File: config.mk
export PLATFORM = sky130hd
export DESIGN_NAME = queue_fifo
export DESIGN_NICKNAME = d
export VERILOG_FILES = /design/src/rtl/queue_fifo_pkg.sv /design/src/rtl/queue_fifo.sv
export SDC_FILE = /design/constraint.sdc
export NUM_CORES = 1
export LEC_CHECK = 0
export BUFFER_PORTS_ARGS = -buffer_cell sky130_fd_sc_hd__buf_4
export CAP_MARGIN = 20
export CORE_MARGIN = 4
export CORE_UTILIZATION = 40
export DETAILED_ROUTE_END_ITERATION = 10
export GPL_ROUTABILITY_DRIVEN = 0
export SYNTH_ARGS = -nofsm -noshare
export SYNTH_HDL_FRONTEND = slang
export SYNTH_SLANG_ARGS = --single-unit
File: constraint.sdc
create_clock -name clk -period 1.9 [get_ports clk]
set_input_delay 0.19 -clock clk [delete_from_list [all_inputs] [get_ports clk]]
set_output_delay 0.19 -clock clk [all_outputs]
set_load 0.02 [all_outputs]
File: src/rtl/queue_fifo_pkg.sv
// Shared definitions for the queue FIFO and the LIFO stack: default sizes,
// the wrap-around pointer increment and the occupancy counter width.
package queue_fifo_pkg;

    localparam int DEFAULT_DATA_WIDTH = 8;
    localparam int DEFAULT_DEPTH      = 4;

    function automatic int unsigned cnt_width(input int unsigned depth);
        return $clog2(depth + 1);
    endfunction

    // Explicit wrap at depth-1 so non-power-of-two depths index correctly.
    function automatic int unsigned ptr_inc(input int unsigned ptr, input int unsigned depth);
        return (ptr == depth - 1) ? 0 : ptr + 1;
    endfunction

endpackage

File: src/rtl/queue_fifo.sv
// Circular-buffer FIFO with occupancy count, sticky error flags and a
// registered read port (one-cycle pop-to-data latency).
module queue_fifo
    import queue_fifo_pkg::*;
#(
    parameter int DATA_WIDTH = DEFAULT_DATA_WIDTH,
    parameter int DEPTH      = DEFAULT_DEPTH
) (
    input  logic                          clk,
    input  logic                          rst_n,
    input  logic                          push,
    input  logic                          pop,
    input  logic                          flush,
    input  logic [DATA_WIDTH-1:0]         write_data,
    output logic [DATA_WIDTH-1:0]         read_data,
    output logic                          read_valid,
    output logic                          full,
    output logic                          empty,
    output logic [cnt_width(DEPTH)-1:0]   count,
    output logic                          overflow,
    output logic                          underflow
);

    localparam int PTR_W = $clog2(DEPTH);
    localparam int CNT_W = cnt_width(DEPTH);

    logic [DATA_WIDTH-1:0] mem [DEPTH];

    logic [PTR_W-1:0]      wr_ptr_q, wr_ptr_d;
    logic [PTR_W-1:0]      rd_ptr_q, rd_ptr_d;
    logic [CNT_W-1:0]      cnt_q, cnt_d;
    logic [DATA_WIDTH-1:0] rdata_q, rdata_d;
    logic                  rvld_q, rvld_d;
    logic                  ovf_q, ovf_d;
    logic                  unf_q, unf_d;
    logic                  push_ok, pop_ok;

    assign full  = (cnt_q == CNT_W'(DEPTH));
    assign empty = (cnt_q == '0);

    // A full FIFO still accepts a push when a pop frees the slot in the same edge.
    assign push_ok = push & (~full | pop);
    assign pop_ok  = pop & ~empty;

    always_comb begin
        wr_ptr_d = wr_ptr_q;
        rd_ptr_d = rd_ptr_q;
        cnt_d    = cnt_q;
        rdata_d  = rdata_q;
        rvld_d   = 1'b0;
        ovf_d    = ovf_q;
        unf_d    = unf_q;
        if (flush) begin
            wr_ptr_d = '0;
            rd_ptr_d = '0;
            cnt_d    = '0;
            ovf_d    = 1'b0;
            unf_d    = 1'b0;
        end else begin
            if (push_ok) begin
                wr_ptr_d = PTR_W'(ptr_inc(32'(wr_ptr_q), DEPTH));
            end
            if (pop_ok) begin
                rd_ptr_d = PTR_W'(ptr_inc(32'(rd_ptr_q), DEPTH));
                rdata_d  = mem[rd_ptr_q];
                rvld_d   = 1'b1;
            end
            if (push_ok && !pop_ok) begin
                cnt_d = cnt_q + 1'b1;
            end else if (!push_ok && pop_ok) begin
                cnt_d = cnt_q - 1'b1;
            end
            ovf_d = ovf_q | (push & full & ~pop);
            unf_d = unf_q | (pop & empty);
        end
    end

    always_ff @(posedge clk or negedge rst_n) begin
        if (!rst_n) begin
            wr_ptr_q <= '0;
            rd_ptr_q <= '0;
            cnt_q    <= '0;
            rdata_q  <= '0;
            rvld_q   <= 1'b0;
            ovf_q    <= 1'b0;
            unf_q    <= 1'b0;
        end else begin
            wr_ptr_q <= wr_ptr_d;
            rd_ptr_q <= rd_ptr_d;
            cnt_q    <= cnt_d;
            rdata_q  <= rdata_d;
            rvld_q   <= rvld_d;
            ovf_q    <= ovf_d;
            unf_q    <= unf_d;
        end
    end

    // Storage is deliberately left out of reset so it can map onto plain RAM.
    always_ff @(posedge clk) begin
        if (push_ok && !flush) begin
            mem[wr_ptr_q] <= write_data;
        end
    end

    assign read_data  = rdata_q;
    assign read_valid = rvld_q;
    assign count      = cnt_q;
    assign overflow   = ovf_q;
    assign underflow  = unf_q;

endmodule

==> results.py, run 1 <==
metrics = {
    "outcome": {
        "status": "complete, no violations",
    },
    "timing": {
        "max-slew-margin-rel_pct": 61.45,
        "hold_violations": 0,
        "fin_skew_ns": 0.01074,
        "tightest_slew_ns": 0.5782,
        "fin_ws_ns": 0.1129,
        "fmax_mhz": 559.6,
        "period_share_pct": 94.06,
        "fin_hold_ws_ns": 0.08128,
        "finalMaxSlewViolations": 0,
        "finalSetupViolCount": 0,
        "period_needed_ns": 1.787,
    },
    "finish": {
        "seq_area_um2": 1415,
        "multi_input_area_um2": 683.2,
        "diodes": 0,
        "layout-drive-gt1-share_pct": 46.07,
        "areaGrowthSynthToFinish_pct": 25.04,
        "final_common_cell": "buf_4",
        "nNetsFinal": 196,
        "final_area_um2": 2668,
        "most-common-layout-cells": "buf_4, edfxtp_1, dfrtp_1",
        "fillers": 434,
    },
    "grt": {
        "grt_usage_pct": 12.69,
        "grt_pass1_vias": 1190,
        "gr-total-overflow": 0,
        "antenna_found_initial": 0,
        "grt_pass1_wl_mm": 6.016,
        "grt_max_degree": 19,
    },
    "critical_path": {
        "startpoint": "count[0]",
        "crit_path_end": "count[2]",
        "r2r-start": "count[0]",
        "slowest_delay_ns": 0.50,
        "cp_cell_sequence": "o21ai_2 -> nand2_1 -> nor2_1 -> fa_2 -> nor4bb_2 -> a32oi_1 -> a31oi_1",
        "r2r_cells": 7,
        "r2r_end": "count[2]",
        "cp-end-kind": "register",
        "crit_cells": 7,
        "critPathBufInv": 0,
        "start_kind": "register",
        "arrival_ns": 2.00,
        "critPathMaxFanout": 10,
        "path_class": "register to register",
        "worst-r2r-setup-slack_ns": 0.11,
        "cpMaxStageDelayCell": "dfrtp_2",
        "required_ns": 2.11,
        "crit_family": "simple AND/OR/NAND/NOR gates",
    },
    "synth": {
        "synth-compound-area-share_pct": 4.164,
        "ys_seq_area_share_pct": 66.16,
        "synth_mux_area_share_pct": 14.19,
        "synthesis.area_um2": 2133,
        "async_flop_share_pct": 36.00,
        "synthXorXnorAreaFrac_pct": 0.4106,
        "synthAdderAreaFrac_pct": 3.871,
        "yosysTopAreaCellShare_pct": 45.04,
        "syn_avg_cell_area_um2": 16.28,
        "ys_ff_latch": 50,
        "synth.net_count": 150,
        "ys.flop_type": "edfxtp_1",
        "synth_top_cell_by_area": "edfxtp_1",
        "yosysWarnings": 0,
        "syn_inst": 131,
        "synth_top_family_by_area": "multiplexers",
        "synth_edf_count": 32,
        "yosysUniqueCellTypes": 36,
        "yosys.area_share.simple_pct": 8.270,
        "synth_area_leaders": "edfxtp_1, dfrtp_1, mux4_2",
    },
    "floorplanning": {
        "rows": 26,
        "start_util_pct": 41.50,
        "core-area_um2": 5140,
        "die_h_um": 81.03,
        "die_area_um2": 6566,
        "die_w_um": 81.03,
        "io_pins": 29,
    },
    "clock_network": {
        "h-tree-depth": 2,
        "cts_root_buf": "clkbuf_8",
        "clk_latency_ns": 0.30,
        "cts.reportedPaths.clkPinSlew_ns": 0.09,
        "cts_tree": "built",
        "cts_made_buffers": 5,
        "clock-sinks": 50,
        "clockBufferDepth": 2,
    },
    "power_and_ir_drop": {
        "peakVddDrop_mv": 0.5092,
        "combPwrFrac_pct": 35.0,
        "powerDensity_nw_per_um2": 1306,
        "seqPwrFrac_pct": 43.6,
        "p_clk_share_pct": 21.3,
        "sw_frac_of_total_pct": 31.10,
        "power_switching_mw": 1.084,
        "p_int_mw": 2.401,
        "power_leakage_nw": 1.052,
    },
    "placement": {
        "place_ws_ns": 0.01648,
        "portBuffers": 28,
        "hpwlAfterDp_mm": 2.611,
        "place_area_um2": 2450,
    },
    "routing": {
        "num_vias": 1223,
        "ant_nets": 0,
        "drc": 0,
        "drt_first_pass_iters": 4,
        "wl_mm": 3.905,
        "viasPerCell": 4.931,
        "dr.first_iter.drc_count": 87,
        "routed_wire_length_per_instance_um": 15.75,
    },
    "min_path": {
        "hold_class": "input port to register",
        "min-delay-start": "write_data[6]",
    },
    "flow_run": {
        "max_cap_violations": 0,
    },
}
## layout make-up
| type | count | share of cell area (%) |
|---|---|---|
| repair buffers | 46 | 13.04 |
| inverters | 6 | 0.8443 |
| clock buffers | 6 | 2.720 |
| well taps | 70 | 3.283 |
| clock inverters | 2 | 1.454 |
| flip-flops and latches | 50 | 53.05 |
| multi-input cells | 68 | 25.61 |
## kinds of logic (layout without fill, tap and decap cells)
family / count (synthesis) / count (layout)
flops: 50 / 50
xor+xnor: 1 / 1
mux: 19 / 19
buf+inv: 13 / 60
fa+ha+maj: 6 / 6
compound gates: 14 / 14
simple gates: 28 / 28
## stage by stage
stage,util (%),power [mW],setup TNS (ns),cells
after detailed placement,47.66,2.628,0,228
after floorplan,-,2.254,0,131
after global placement,47.66,2.597,0,228
after CTS,50.02,3.369,0,237
final,51.90,3.484,0,248
after global routing,51.90,3.688,-0.02565,248
## sequential cells by signal, summed over array words and instances (netlist names)
| signal | count |
|---|---|
| mem | 32 |
| read_data | 8 |
| count | 3 |
| rd_ptr_q | 2 |
| wr_ptr_q | 2 |
| overflow | 1 |
| read_valid | 1 |
| underflow | 1 |
## what timing repair did
item	CTS	global route
resized for setup	1	4
hold endpoints to repair	18	0
gates cloned	0	0
endpoints found under the setup margin	1	1
buffers inserted	0	11
hold buffers	1	0
## power groups by stage
| stage | clock [mW] | combinational [mW] | sequential [mW] |
|---|---|---|---|
| after floorplan | 0 | 0.654 | 1.60 |
| after global placement | 0 | 1.04 | 1.56 |
| after detailed placement | 0 | 1.07 | 1.56 |
| after CTS | 0.762 | 1.07 | 1.54 |
| after global routing | 0.816 | 1.32 | 1.55 |
| final | 0.744 | 1.22 | 1.52 |
## Yosys cell counts, types with 2 or more instances
master	count
edfxtp_1	32
inv_1	6
buf_2	2
mux2_2	10
o21ai_0	3
ha_1	5
a31oi_1	2
dfrtp_1	18
a21oi_1	4
nand2_1	3
and2_1	4
nand2b_1	2
buf_4	3
mux4_2	8
nor2_1	8
## per-layer routing
layer / share of wire, % / GRT usage [%] / up-vias
li1: - / - / 584
met1: 43 / 15.76 / 604
met2: 51 / 20.85 / 29
met3: 5.3 / 3.659 / 6
met4: 1.5 / 5.068 / 0
met5: 0 / 0 / -
## how the worst min path moves through the flow
| stage | endpoint | slack, ns | cells after the start |
|---|---|---|---|
| 2_1_floorplan | count[0] | -0.11 | 0 |
| 3_3_place_gp | read_data[7] | 0.08 | 1 |
| 3_5_place_dp | read_data[7] | 0.09 | 1 |
| 4_1_cts | mem[3][6] | 0.07 | 1 |
| 5_1_grt | mem[3][7] | 0.07 | 1 |
| 6_report | mem[3][6] | 0.08 | 1 |
No activity file was read; power rests on OpenSTA's default activity.
==> run 2, diff against run 1 <==
--- a/config.mk
+++ b/config.mk
@@ -5,6 +5,7 @@
 export SDC_FILE = /design/constraint.sdc
 export NUM_CORES = 1
 export LEC_CHECK = 0
+export ABC_AREA = 1
 export BUFFER_PORTS_ARGS = -buffer_cell sky130_fd_sc_hd__buf_4
 export CAP_MARGIN = 20
 export CORE_MARGIN = 4
==> run 2 against run 1 <==
Compared with the run above:
- global-route usage increased by 0.57 points
- die area grew 0.47%
- clock power shrank 18%
- core utilization shrank 1.4 points
- sequential cell count is the same
- setup slack gained 0.060 ns
- final cell count grew 23%
- synthesized cell count increased by 47%
- sequential power shrank 6%
- clock skew fell by 0.00074 ns
- first-iteration DRC count decreased by 28%
- non-clock buffer count is 6 lower
- critical endpoint unchanged
==> results.py, run 2 <==
metrics = {
    "outcome": {
        "status": "complete, no violations",
    },
    "grt": {
        "grt_pass1_wl_mm": 6.506,
        "grt_pass1_vias": 1292,
        "antenna_found_initial": 0,
        "gr-total-overflow": 0,
        "grt_max_degree": 19,
        "grt_usage_pct": 13.26,
    },
    "routing": {
        "ant_nets": 0,
        "num_vias": 1405,
        "viasPerCell": 4.592,
        "drc": 0,
        "dr.first_iter.drc_count": 63,
        "routed_wire_length_per_instance_um": 12.55,
        "drt_first_pass_iters": 4,
        "wl_mm": 3.839,
    },
    "synth": {
        "ys_ff_latch": 50,
        "synthesis.area_um2": 2145,
        "syn_inst": 192,
        "post-synth-top-count-cell": "nand2_1",
        "synth.net_count": 211,
        "yosysWarnings": 0,
        "ys_seq_area_share_pct": 65.81,
        "synth_edf_count": 32,
        "ys.flop_type": "edfxtp_1",
        "synth_commonest_cells": "nand2_1, edfxtp_1, nor2_1",
        "syn_avg_cell_area_um2": 11.17,
        "yosysTopAreaCellShare_pct": 44.81,
        "synth_area_leaders": "edfxtp_1, dfrtp_1, nand2_1",
        "synth_top_cell_by_area": "edfxtp_1",
        "async_flop_share_pct": 36.00,
        "yosysUniqueCellTypes": 24,
    },
    "floorplanning": {
        "die_w_um": 81.22,
        "core-area_um2": 5140,
        "die_h_um": 81.22,
        "io_pins": 29,
        "start_util_pct": 41.72,
        "rows": 26,
        "die_area_um2": 6597,
    },
    "critical_path": {
        "slowest_delay_ns": 0.45,
        "start_kind": "register",
        "worst-r2r-setup-slack_ns": 0.17,
        "critPathMaxFanout": 5,
        "r2r-start": "count[1]",
        "cp_common_cell": "nand2_1",
        "r2r_cells": 13,
        "r2r_end": "count[2]",
        "path_class": "register to register",
        "arrival_ns": 1.93,
        "cpMaxStageDelayCell": "dfrtp_2",
        "cp-end-kind": "register",
        "cp_cell_sequence": "nor2_4 -> nand3_2 -> nand3_4 -> inv_1 -> fa_2 -> inv_1 -> nand2_1 -> nand2_1 -> inv_1 -> nand2_1 -> nand2_1 -> nand2_1 -> nand2_1",
        "required_ns": 2.10,
    },
    "finish": {
        "largest_reg_flops": 32,
        "diodes": 0,
        "final_common_cell": "nand2_1",
        "nNetsFinal": 254,
        "final_core_util_pct": 50.49,
        "fillers": 490,
        "areaGrowthSynthToFinish_pct": 21.00,
        "final_area_um2": 2595,
        "regMostFlops": "mem",
        "most-common-layout-cells": "nand2_1, buf_4, edfxtp_1",
        "layout-drive-gt1-share_pct": 24.15,
        "instances_no_fill": 306,
    },
    "clock_network": {
        "cts_made_buffers": 5,
        "cts.reportedPaths.clkPinSlew_ns": 0.10,
        "clock-sinks": 50,
        "h-tree-depth": 2,
        "clk_latency_ns": 0.30,
        "cts_tree": "built",
        "clockBufferDepth": 2,
        "cts_root_buf": "clkbuf_8",
    },
    "timing": {
        "rsz0062_at_grt": "false",
        "tightest_slew_ns": 0.4951,
        "hold_violations": 0,
        "period_share_pct": 90.90,
        "period_needed_ns": 1.727,
        "max-slew-margin-rel_pct": 66.96,
        "fmax_mhz": 579.0,
        "tns_ns": 0,
        "fin_skew_ns": 0.01000,
        "finalMaxSlewViolations": 0,
        "finalSetupViolCount": 0,
    },
    "min_path": {
        "hold_path_end": "mem[1][6]",
        "hold_class": "input port to register",
        "min-delay-start": "write_data[6]",
        "hold_depth": 1,
    },
    "power_and_ir_drop": {
        "power_leakage_nw": 1.136,
        "powerDensity_nw_per_um2": 1267,
        "peakVddDrop_mv": 0.5124,
        "finalPower_mw": 3.288,
    },
    "placement": {
        "dpl.cell_count": 294,
        "portBuffers": 28,
        "place_area_um2": 2470,
        "hpwlAfterDp_mm": 2.655,
    },
    "flow_run": {
        "max_cap_violations": 0,
    },
}
-- run 2: changes by cell type after synthesis, moves of 8 or more --
cell,before,now
mux2_2,10,0
nand2_1,3,41
inv_1,6,18
nor2_1,8,24
o21ai_0,3,18
o22ai_1,1,9
mux4_2,8,0
-- run 2: area by class of cell --
class	instances	area [µm²]	area share, %
multi-input cells	117	624.3	24.06
well taps	70	87.58	3.375
clock inverters	3	20.02	0.7715
clock buffers	5	68.82	2.652
inverters	21	78.83	3.038
flip-flops and latches	50	1413	54.44
repair buffers	40	302.8	11.67
-- run 2: routing by layer --
| metal | share of wire [%] | wire length, µm | GRT usage (%) | vias up |
|---|---|---|---|---|
| met5 | 0 | 0 | 0 | - |
| met4 | 0.65 | 25 | 4.561 | 0 |
| met3 | 5.3 | 204 | 3.659 | 2 |
| met2 | 44 | 1704 | 18.88 | 29 |
| met1 | 50 | 1905 | 19.36 | 646 |
| li1 | - | - | - | 728 |
-- run 2: worst max path at each step --
| stage | endpoint | cells past startpoint | startpoint | slack (ns) |
|---|---|---|---|---|
| floorplan | count[2] | 13 | count[0] | 0.03 |
| global placement | count[2] | 13 | count[1] | 0.13 |
| detailed placement | count[2] | 13 | count[1] | 0.09 |
| CTS | count[2] | 13 | count[1] | 0.07 |
| global route | count[2] | 13 | count[1] | 0.04 |
| finish | count[2] | 13 | count[1] | 0.17 |
-- run 2: cell families after synthesis --
group           share of synthesized area [%]
fa+ha+maj                               3.851
buf+inv                                 5.192
compound gates                          8.401
flops                                   65.81
simple gates                            16.74
-- run 2: where the power goes --
part | total, mW | switching (mW) | leakage, nW | internal, mW
clock network | 0.612 | 0.352 | 0.0422 | 0.260
registers | 1.43 | 0.0996 | 0.522 | 1.33
logic | 1.24 | 0.749 | 0.571 | 0.493
total | 3.29 | 1.20 | 1.14 | 2.09
-- run 2: worst max-delay path, delay by kind of cell (launching register included) --
family / cells / cell delay [ns]
AND/OR/NAND/NOR: 9 / 0.66
flip-flops: 1 / 0.45
adder cells (fa/ha/maj): 1 / 0.34
buffers and inverters: 3 / 0.17
-- run 2: metrics by stage --
step,setup slack (ns),hold slack (ns)
global placement,0.1330,0.07603
CTS,0.07462,0.07536
detailed placement,0.09438,0.07489
global route,0.04260,0.06299
finish,0.1729,0.08214
floorplan,0.03124,-0.1056
-- run 2: repair_timing --
item,CTS,global route
buffers inserted,0,3
hold endpoints to repair,18,0
endpoints found under the setup margin,0,1
hold buffers,1,0
resized for setup,0,2
==> run 3, diff against run 2 <==
--- a/config.mk
+++ b/config.mk
@@ -6,11 +6,11 @@
 export NUM_CORES = 1
 export LEC_CHECK = 0
 export ABC_AREA = 1
-export BUFFER_PORTS_ARGS = -buffer_cell sky130_fd_sc_hd__buf_4
 export CAP_MARGIN = 20
 export CORE_MARGIN = 4
 export CORE_UTILIZATION = 40
 export DETAILED_ROUTE_END_ITERATION = 10
+export DONT_BUFFER_PORTS = 1
 export GPL_ROUTABILITY_DRIVEN = 0
 export SYNTH_ARGS = -nofsm -noshare
 export SYNTH_HDL_FRONTEND = slang
==> run 3 against run 2 <==
Compared with the run above:
- non-clock buffer count shrank 23
- critical path depth is the same
- core utilization shrank 2.9 points
- register-to-register slack lost 0.04 ns
- power shrank 6.4%
- clock skew shrank 0.0024 ns
- die area is the same
- worst hold slack lost 0.042 ns
==> results.py, run 3 (synthesis results as in run 2) <==
metrics = {
    "clock_network": {
        "clock-sinks": 50,
        "cts_tree": "built",
        "h-tree-depth": 2,
        "cts_root_buf": "clkbuf_8",
        "clockBufferDepth": 2,
        "clk_latency_ns": 0.30,
        "cts.reportedPaths.clkPinSlew_ns": 0.08,
        "cts_made_buffers": 5,
    },
    "placement": {
        "place_ws_ns": 0.06716,
        "portBuffers": 0,
        "dpl.cell_count": 264,
        "hpwlAfterDp_mm": 2.745,
        "place_area_um2": 2245,
    },
    "routing": {
        "viasPerCell": 4.696,
        "wl_met3_um": 192,
        "met1Wirelength_mm": 1.888,
        "routed_wire_length_per_instance_um": 13.83,
        "wl_met2_mm": 1.787,
        "drt_first_pass_iters": 4,
        "top_layer_used": "met4",
        "ant_nets": 0,
        "drc": 0,
        "dr.first_iter.drc_count": 58,
        "num_vias": 1329,
        "wl_mm": 3.913,
    },
    "critical_path": {
        "critPathMaxFanout": 5,
        "arrival_ns": 1.96,
        "path_class": "register to register",
        "startpoint": "count[1]",
        "required_ns": 2.09,
        "r2r-start": "count[1]",
        "start_kind": "register",
        "cp-end-kind": "register",
    },
    "grt": {
        "grt_pass1_wl_mm": 6.341,
        "gr-total-overflow": 0,
        "grt_max_degree": 19,
        "grt_pass1_vias": 1280,
        "antenna_found_initial": 0,
        "grt_usage_pct": 13.02,
    },
    "timing": {
        "tightest_slew_ns": 0.8464,
        "period_share_pct": 93.20,
        "fmax_mhz": 564.7,
        "rsz0062_at_grt": "true",
        "fin_skew_ns": 0.007597,
        "max-slew-margin-rel_pct": 43.39,
        "period_needed_ns": 1.771,
        "tns_ns": 0,
        "finalSetupViolCount": 0,
        "fin_hold_ws_ns": 0.04040,
        "finalMaxSlewViolations": 0,
        "hold_violations": 0,
        "fin_ws_ns": 0.1293,
    },
    "finish": {
        "final_common_cell": "nand2_1",
        "diodes": 0,
        "instances_no_fill": 283,
        "nNetsFinal": 231,
        "most-common-layout-cells": "nand2_1, edfxtp_1, nor2_1",
        "largest_reg_flops": 32,
        "final_core_util_pct": 47.61,
        "final_area_um2": 2447,
        "layout-drive-gt1-share_pct": 12.21,
        "regMostFlops": "mem",
        "areaGrowthSynthToFinish_pct": 14.12,
    },
    "floorplanning": {
        "die_area_um2": 6597,
        "start_util_pct": 41.72,
        "core-area_um2": 5140,
        "die_w_um": 81.22,
        "die_h_um": 81.22,
        "rows": 26,
        "io_pins": 29,
    },
    "power_and_ir_drop": {
        "peakVddDrop_mv": 0.5116,
        "finalPower_mw": 3.076,
        "power_leakage_nw": 1.011,
        "powerDensity_nw_per_um2": 1257,
    },
    "min_path": {
        "hold_class": "input port to register",
        "min-delay-start": "flush",
    },
    "flow_run": {
        "max_cap_violations": 0,
    },
    "outcome": {
        "status": "complete, no violations",
    },
}
-- run 3: final timing paths --
path | depth (start not counted) | end | slack (ns)
hold reg to reg | 2 | read_data[4] | 0.63
setup reg to reg | 13 | count[2] | 0.13
min in group asynchronous | 1 | read_valid | 0.44
max in group asynchronous | 1 | count[2] | 0.94
hold / removal | 3 | count[1] | 0.04
setup / recovery | 13 | count[2] | 0.13
-- run 3: critical path, cell delays in order, from the launching register on --
cell     delay, ns
dfrtp_1       0.42
nor2_4        0.17
nand3_4       0.11
nand3_4       0.10
inv_1         0.06
fa_1          0.38
inv_1         0.06
nand2_1       0.04
nand2_1       0.07
inv_1         0.04
nand2_1       0.05
nand2_1       0.04
nand2_1       0.05
nand2_1       0.04
-- run 3: layout make-up --
cell class                      count  area [µm²]
Clock inverter                      2       15.01
Tap cell                           70       87.58
Timing Repair Buffer               17       150.1
Clock buffer                        6       72.57
Sequential cell                    50        1411
Fill cell                         512        2693
Multi-Input combinational cell    117       631.9
Inverter                           21       78.83
-- run 3: layer usage --
layer | global-route usage [%] | vias to the layer above
met3 | 4.213 | 4
met4 | 4.561 | 0
met2 | 19.62 | 26
met5 | 0 | -
met1 | 17.61 | 618
li1 | - | 681
-- run 3: where the power goes --
group / total, mW / leakage, nW / internal (mW) / switching, mW
combinational: 0.908 / 0.451 / 0.321 / 0.587
clock: 0.601 / 0.0374 / 0.260 / 0.342
sequential: 1.57 / 0.523 / 1.33 / 0.235
total: 3.08 / 1.01 / 1.91 / 1.16
-- run 3: timing repair --
item / in CTS / in global routing
endpoints found under the setup margin: 0 / 17
gates resized for setup: 0 / 3
buffers inserted: 0 / 2
hold buffers: 9 / 0
hold endpoints to repair: 50 / 0
